<file path="src/rtl/fir_tap_sequencer.sv">
// fir_tap_sequencer: circular sample delay line and coefficient file feeding the mac stage.
// Define FIR_COEF_WRITE_EN for a writable coefficient file; otherwise every coefficient is 1.
module fir_tap_sequencer #(
    parameter  int N    = 8,
    parameter  int TAPS = 8,
    localparam int AW   = $clog2(TAPS)
) (
    input  logic          clk,
    input  logic          reset,
    input  logic          in_valid,
    output logic          in_ready,
    input  logic [N-1:0]  in_sample,
    input  logic          coef_we,
    input  logic [AW-1:0] coef_addr,
    input  logic [N-1:0]  coef_wdata,
    output logic [N-1:0]  a,
    output logic [N-1:0]  b,
    output logic          mac_en,
    output logic          mac_clr,
    output logic          mac_last
);

    typedef enum logic {IDLE, RUN} state_t;

    state_t        state;
    state_t        state_nxt;
    logic [N-1:0]  dline [TAPS];
    logic [AW-1:0] wptr;
    logic [AW-1:0] wptr_inc;
    logic [AW-1:0] base;
    logic [AW-1:0] i;
    logic [AW-1:0] nxt;
    logic [AW-1:0] rd_idx;
    logic [AW:0]   base_w;
    logic [AW:0]   nxt_w;
    logic [AW:0]   idx_w;
    logic          accept;
    logic          last_tap;
    logic [N-1:0]  coef_rd;
    logic [N-1:0]  coef_first;

    // Next tap index and its delay-line slot, wrapped by compare-and-add.
    always_comb begin
        nxt    = i + AW'(1);
        base_w = {1'b0, base};
        nxt_w  = {1'b0, nxt};
        if (base_w >= nxt_w) begin
            idx_w = base_w - nxt_w;
        end else begin
            idx_w = base_w + (AW+1)'(TAPS) - nxt_w;
        end
        rd_idx = idx_w[AW-1:0];
        if (wptr == AW'(TAPS - 1)) begin
            wptr_inc = '0;
        end else begin
            wptr_inc = wptr + AW'(1);
        end
    end

    // FSM next state: one sample accepted in IDLE, TAPS pairs streamed in RUN.
    always_comb begin
        state_nxt = state;
        accept    = (state == IDLE) && in_valid && in_ready;
        last_tap  = (i == AW'(TAPS - 1));
        unique case (state)
            IDLE: if (accept) state_nxt = RUN;
            RUN:  if (last_tap) state_nxt = IDLE;
            default: state_nxt = IDLE;
        endcase
    end

    // FSM state register.
    always_ff @(posedge clk or negedge reset) begin
        if (!reset) begin
            state <= IDLE;
        end else begin
            state <= state_nxt;
        end
    end

    // Delay line, pointers and registered MAC operands; tap 0 is the sample just taken.
    always_ff @(posedge clk or negedge reset) begin
        if (!reset) begin
            wptr     <= '0;
            base     <= '0;
            i        <= '0;
            in_ready <= 1'b0;
            a        <= '0;
            b        <= '0;
            mac_en   <= 1'b0;
            mac_clr  <= 1'b0;
            mac_last <= 1'b0;
            for (int k = 0; k < TAPS; k++) begin
                dline[k] <= '0;
            end
        end else begin
            in_ready <= (state_nxt == IDLE);
            a        <= '0;
            b        <= '0;
            mac_en   <= 1'b0;
            mac_clr  <= 1'b0;
            mac_last <= 1'b0;
            unique case (state)
                IDLE: begin
                    if (accept) begin
                        dline[wptr] <= in_sample;
                        base        <= wptr;
                        wptr        <= wptr_inc;
                        i           <= '0;
                        a           <= in_sample;
                        b           <= coef_first;
                        mac_en      <= 1'b1;
                        mac_clr     <= 1'b1;
                    end
                end
                RUN: begin
                    if (!last_tap) begin
                        i        <= nxt;
                        a        <= dline[rd_idx];
                        b        <= coef_rd;
                        mac_en   <= 1'b1;
                        mac_last <= (nxt == AW'(TAPS - 1));
                    end
                end
                default: ;
            endcase
        end
    end

`ifdef FIR_COEF_WRITE_EN
    logic [N-1:0] coef [TAPS];
    logic         coef_wr;

    // Writes land only while idle so an output always sees one coefficient set.
    always_comb begin
        coef_wr = (state == IDLE) && coef_we &&
                  ({1'b0, coef_addr} < (AW+1)'(TAPS));
    end

    // Coefficient register file.
    always_ff @(posedge clk or negedge reset) begin
        if (!reset) begin
            for (int k = 0; k < TAPS; k++) begin
                coef[k] <= '0;
            end
        end else if (coef_wr) begin
            coef[coef_addr] <= coef_wdata;
        end
    end

    // Coefficient reads; a write to entry 0 on the accept edge is forwarded to tap 0.
    always_comb begin
        coef_rd = coef[nxt];
        if (coef_wr && coef_addr == '0) begin
            coef_first = coef_wdata;
        end else begin
            coef_first = coef[0];
        end
    end
`else
    logic unused_coef;

    // Moving-sum filter: every coefficient is the constant 1.
    always_comb begin
        coef_rd     = N'(1);
        coef_first  = N'(1);
        unused_coef = ^{coef_we, coef_addr, coef_wdata};
    end
`endif

endmodule

</file>
<file path="config.mk">
export PLATFORM = sky130hd
export DESIGN_NAME = fir_tap_sequencer
export DESIGN_NICKNAME = d
export VERILOG_FILES = /design/src/rtl/fir_tap_sequencer.sv
export SDC_FILE = /design/constraint.sdc
export NUM_CORES = 1
export LEC_CHECK = 0
export BUFFER_PORTS_ARGS = -buffer_cell sky130_fd_sc_hd__buf_4
export CAP_MARGIN = 20
export CORE_ASPECT_RATIO = 0.75
export CORE_MARGIN = 2
export CORE_UTILIZATION = 35
export DETAILED_ROUTE_END_ITERATION = 8
export GPL_ROUTABILITY_DRIVEN = 0
export PLACE_DENSITY_LB_ADDON = 0.2
export SKIP_LAST_GASP = 1
export SLEW_MARGIN = 20
export SYNTH_ARGS = -nofsm -noshare
export SYNTH_HDL_FRONTEND = slang
export SYNTH_SLANG_ARGS = --single-unit
export TNS_END_PERCENT = 20
</file>
<file path="constraint.sdc">
create_clock -name clk -period 6.8 [get_ports clk]
set_input_delay 1.36 -clock clk [delete_from_list [all_inputs] [get_ports clk]]
set_output_delay 1.36 -clock clk [all_outputs]
set_load 0.02 [all_outputs]
</file>
==> results.json <==
{
  "dp_hpwl_um": 4870,
  "drive_gt1_frac": 0.416,
  "ys_seq_elements": 85,
  "setup_viol": 0,
  "rows": 33,
  "fin_crit_sh": 0.419,
  "fin_skew_ns": 0.00464,
  "worst_hold_path_type": "flop to flop",
  "p_per_area_nw_per_um2": 493,
  "htree_levels": 3,
  "portBuffers": 23,
  "avgViaCountPerCell": 4.89,
  "hold_buffers": 0,
  "cts.sinks": 85,
  "clock_latency_ns": 0.33,
  "num_antenna_cells": 0,
  "core-area_um2": 11100,
  "dp_slack_ns": 3.76,
  "drt_wl_total_um": 7480,
  "crit_type": "flop to flop",
  "clock.fmax_ghz": 0.351,
  "ys_warn_count": 0,
  "drt-initial-drc-count": 106,
  "slew_headroom": 0.399,
  "dieHeight_um": 96.8,
  "antenna_found_initial": 0,
  "clockRootBuffer": "clkbuf_16",
  "final_antenna_net_count": 0,
  "grt_start_max_net_pins": 68,
  "cts_tree": "built",
  "yosysSeqAreaShare": 0.529,
  "arrival_ns": 3.05,
  "worst_path_most_repeated_cell": "inv_1",
  "rsz0062_at_grt": "no",
  "drc": 0,
  "final_nets": 311,
  "synth_cell_type_count": 32,
  "synth_cells": 262,
  "clk_pin_slew_ns": 0.06,
  "critPathMaxFanout": 16,
  "cp_slowest_cell": "fa_1",
  "synth_area_per_cell_um2": 15.3,
  "crit_path_cell_trace": "inv_1 -> ha_1 -> inv_1 -> fa_1 -> mux4_2 -> mux2i_1 -> o21ai_0",
  "p_leak_nw": 2.24,
  "finalWorstSetupSlack_ns": 3.95,
  "peakVddDrop_mv": 0.288,
  "cp-start-kind": "flop",
  "cts_inserted_buffers": 9,
  "die_w_um": 128,
  "num-fill-cells": 1033,
  "ios": 43,
  "max_cap_viol_count": 0,
  "cts_buffer_depth": 2,
  "cp_top_family": "adder cells",
  "grt.overflow.total": 0,
  "post_cts_buffers": 0,
  "grt_usage": 0.133,
  "drt_first_pass_iters": 4,
  "synth_area_um2": 4020,
  "start_util": 0.363,
  "critPathCaptureType": "flop",
  "wl_per_cell_um": 17.6,
  "rr_worst_depth": 7,
  "grt_pass1_vias": 2183,
  "final_max_slew_viol_count": 0,
  "hold-path-cell-count": 2,
  "required_ns": 7.00,
  "hold_viol": 0,
  "status": "complete, no violations",
  "min_period_ns": 2.85,
  "setup_tns_ns": 0,
  "vias": 2082,
  "grt_pass1_wl_um": 12400,
  "worst_pin_slew_ns": 0.900,
  "dieArea_um2": 12400,
  "ctsResizeCount": 0,
  "path_buf_inv": 2,
  "cp_slowest_stage_delay_ns": 1.10,
  "area_delta_synth_final_pct": 12.7,
  "cp.depth": 7
}
-- layout by cell type (no fill, tap or decap), drive strengths merged, types with 2 or more instances in the layout --
cell type and count:
nor3b 2, conb 7, clkinvlp 2, o21ai 12, mux2i 8, ha 6
clkbuf 10, nor3 2, or4b 2, dfrtp 85, mux4 16, nand3 3
inv 6, mux2 64, buf 24, nand2 22, clkinv 4
-- worst paths after layout --
kind	startpoint	endpoint	slack, ns
max	i[0]	a[1]	3.95
min	base[2]	base[2]	0.48
max reg2reg	i[0]	a[1]	3.95
min reg2reg	base[2]	base[2]	0.48
max in group asynchronous	reset	dline[57]	4.81
min in group asynchronous	reset	dline[7]	0.89
-- power breakdown --
part	switching (mW)	internal, mW
combinational	0.459	0.530
sequential	0.108	0.682
clock	0.197	0.256
total	0.764	1.47
-- registers in the layout (all words and copies together), names as in the netlist --
register  cells
in_ready      1
mac_clr       1
dline        64
wptr          3
b             1
mac_last      1
a             8
i             3
base          3
-- Yosys cell counts --
library cell / n / area share
nor3_1: 1 / 0.0012
nor2b_1: 1 / 0.0016
nor3_2: 1 / 0.0025
nand3b_4: 1 / 0.0050
mux2_2: 24 / 0.067
a21o_1: 1 / 0.0019
or3_1: 1 / 0.0016
mux2_4: 32 / 0.12
o21ai_0: 12 / 0.015
dfrtp_1: 85 / 0.53
or4b_1: 2 / 0.0050
clkbuf_1: 1 / 0.00093
nor3b_4: 2 / 0.0093
buf_1: 2 / 0.0019
nand2b_1: 1 / 0.0016
nand4b_4: 1 / 0.0059
buf_4: 9 / 0.017
mux4_2: 16 / 0.090
xnor3_1: 1 / 0.0056
mux2_1: 8 / 0.022
mux2i_1: 8 / 0.020
conb_1: 1 / 0.00093
buf_2: 7 / 0.0087
nand3_1: 3 / 0.0037
or4_1: 1 / 0.0019
inv_1: 6 / 0.0056
buf_6: 3 / 0.0084
nand2_1: 22 / 0.021
ha_1: 6 / 0.019
nor2_2: 1 / 0.0016
and3_1: 1 / 0.0016
fa_1: 1 / 0.0050
-- through the flow --
stage               area, um^2  hold WS [ns]  instances  power (mW)  utilization
floorplan                 4040         0.448        268        1.57            -
global placement          4250         0.465        410        1.79        0.384
detailed placement        4250         0.470        410        1.81        0.384
CTS                       4530         0.485        426        2.27        0.409
global route              4530         0.502        426        2.39        0.409
finish                    4530         0.481        426        2.23        0.409
-- worst register-to-register path, delay by kind of cell, from the launching register on --
kind / cells / cell delay, ns
mux: 2 / 0.46
buf+inv: 2 / 0.14
fa+ha+maj: 2 / 1.39
compound gates: 1 / 0.34
flops: 1 / 0.38
-- cell families (layout without fill, tap and decap cells) --
family,Yosys count,after routing,share of synthesized area
fa+ha+maj,7,7,0.0237
compound gates,13,13,0.0168
xor+xnor,1,1,0.00560
other cells,1,7,0.000933
buf+inv,28,46,0.0423
flops,85,85,0.529
simple gates,39,39,0.0629
mux,88,88,0.319
-- layer usage --
metal / GRT usage / vias up / share of wire
met2: 0.188 / 28 / 0.44
li1: - / 964 / -
met3: 0.0409 / 10 / 0.034
met5: 0 / - / 0
met4: 0.0380 / 0 / 0.012
met1: 0.198 / 1080 / 0.52
-- layout make-up --
type	instances	area, um^2	share of cell area
timing repair buffer	24	180	0.0398
tap	140	175	0.0387
inverter	6	22.5	0.00497
sequential	85	2130	0.469
clock buffer	10	239	0.0527
multi-input combinational	155	1750	0.386
clock inverter	6	38.8	0.00856
Note: power is estimated with default switching activity, not from simulation.
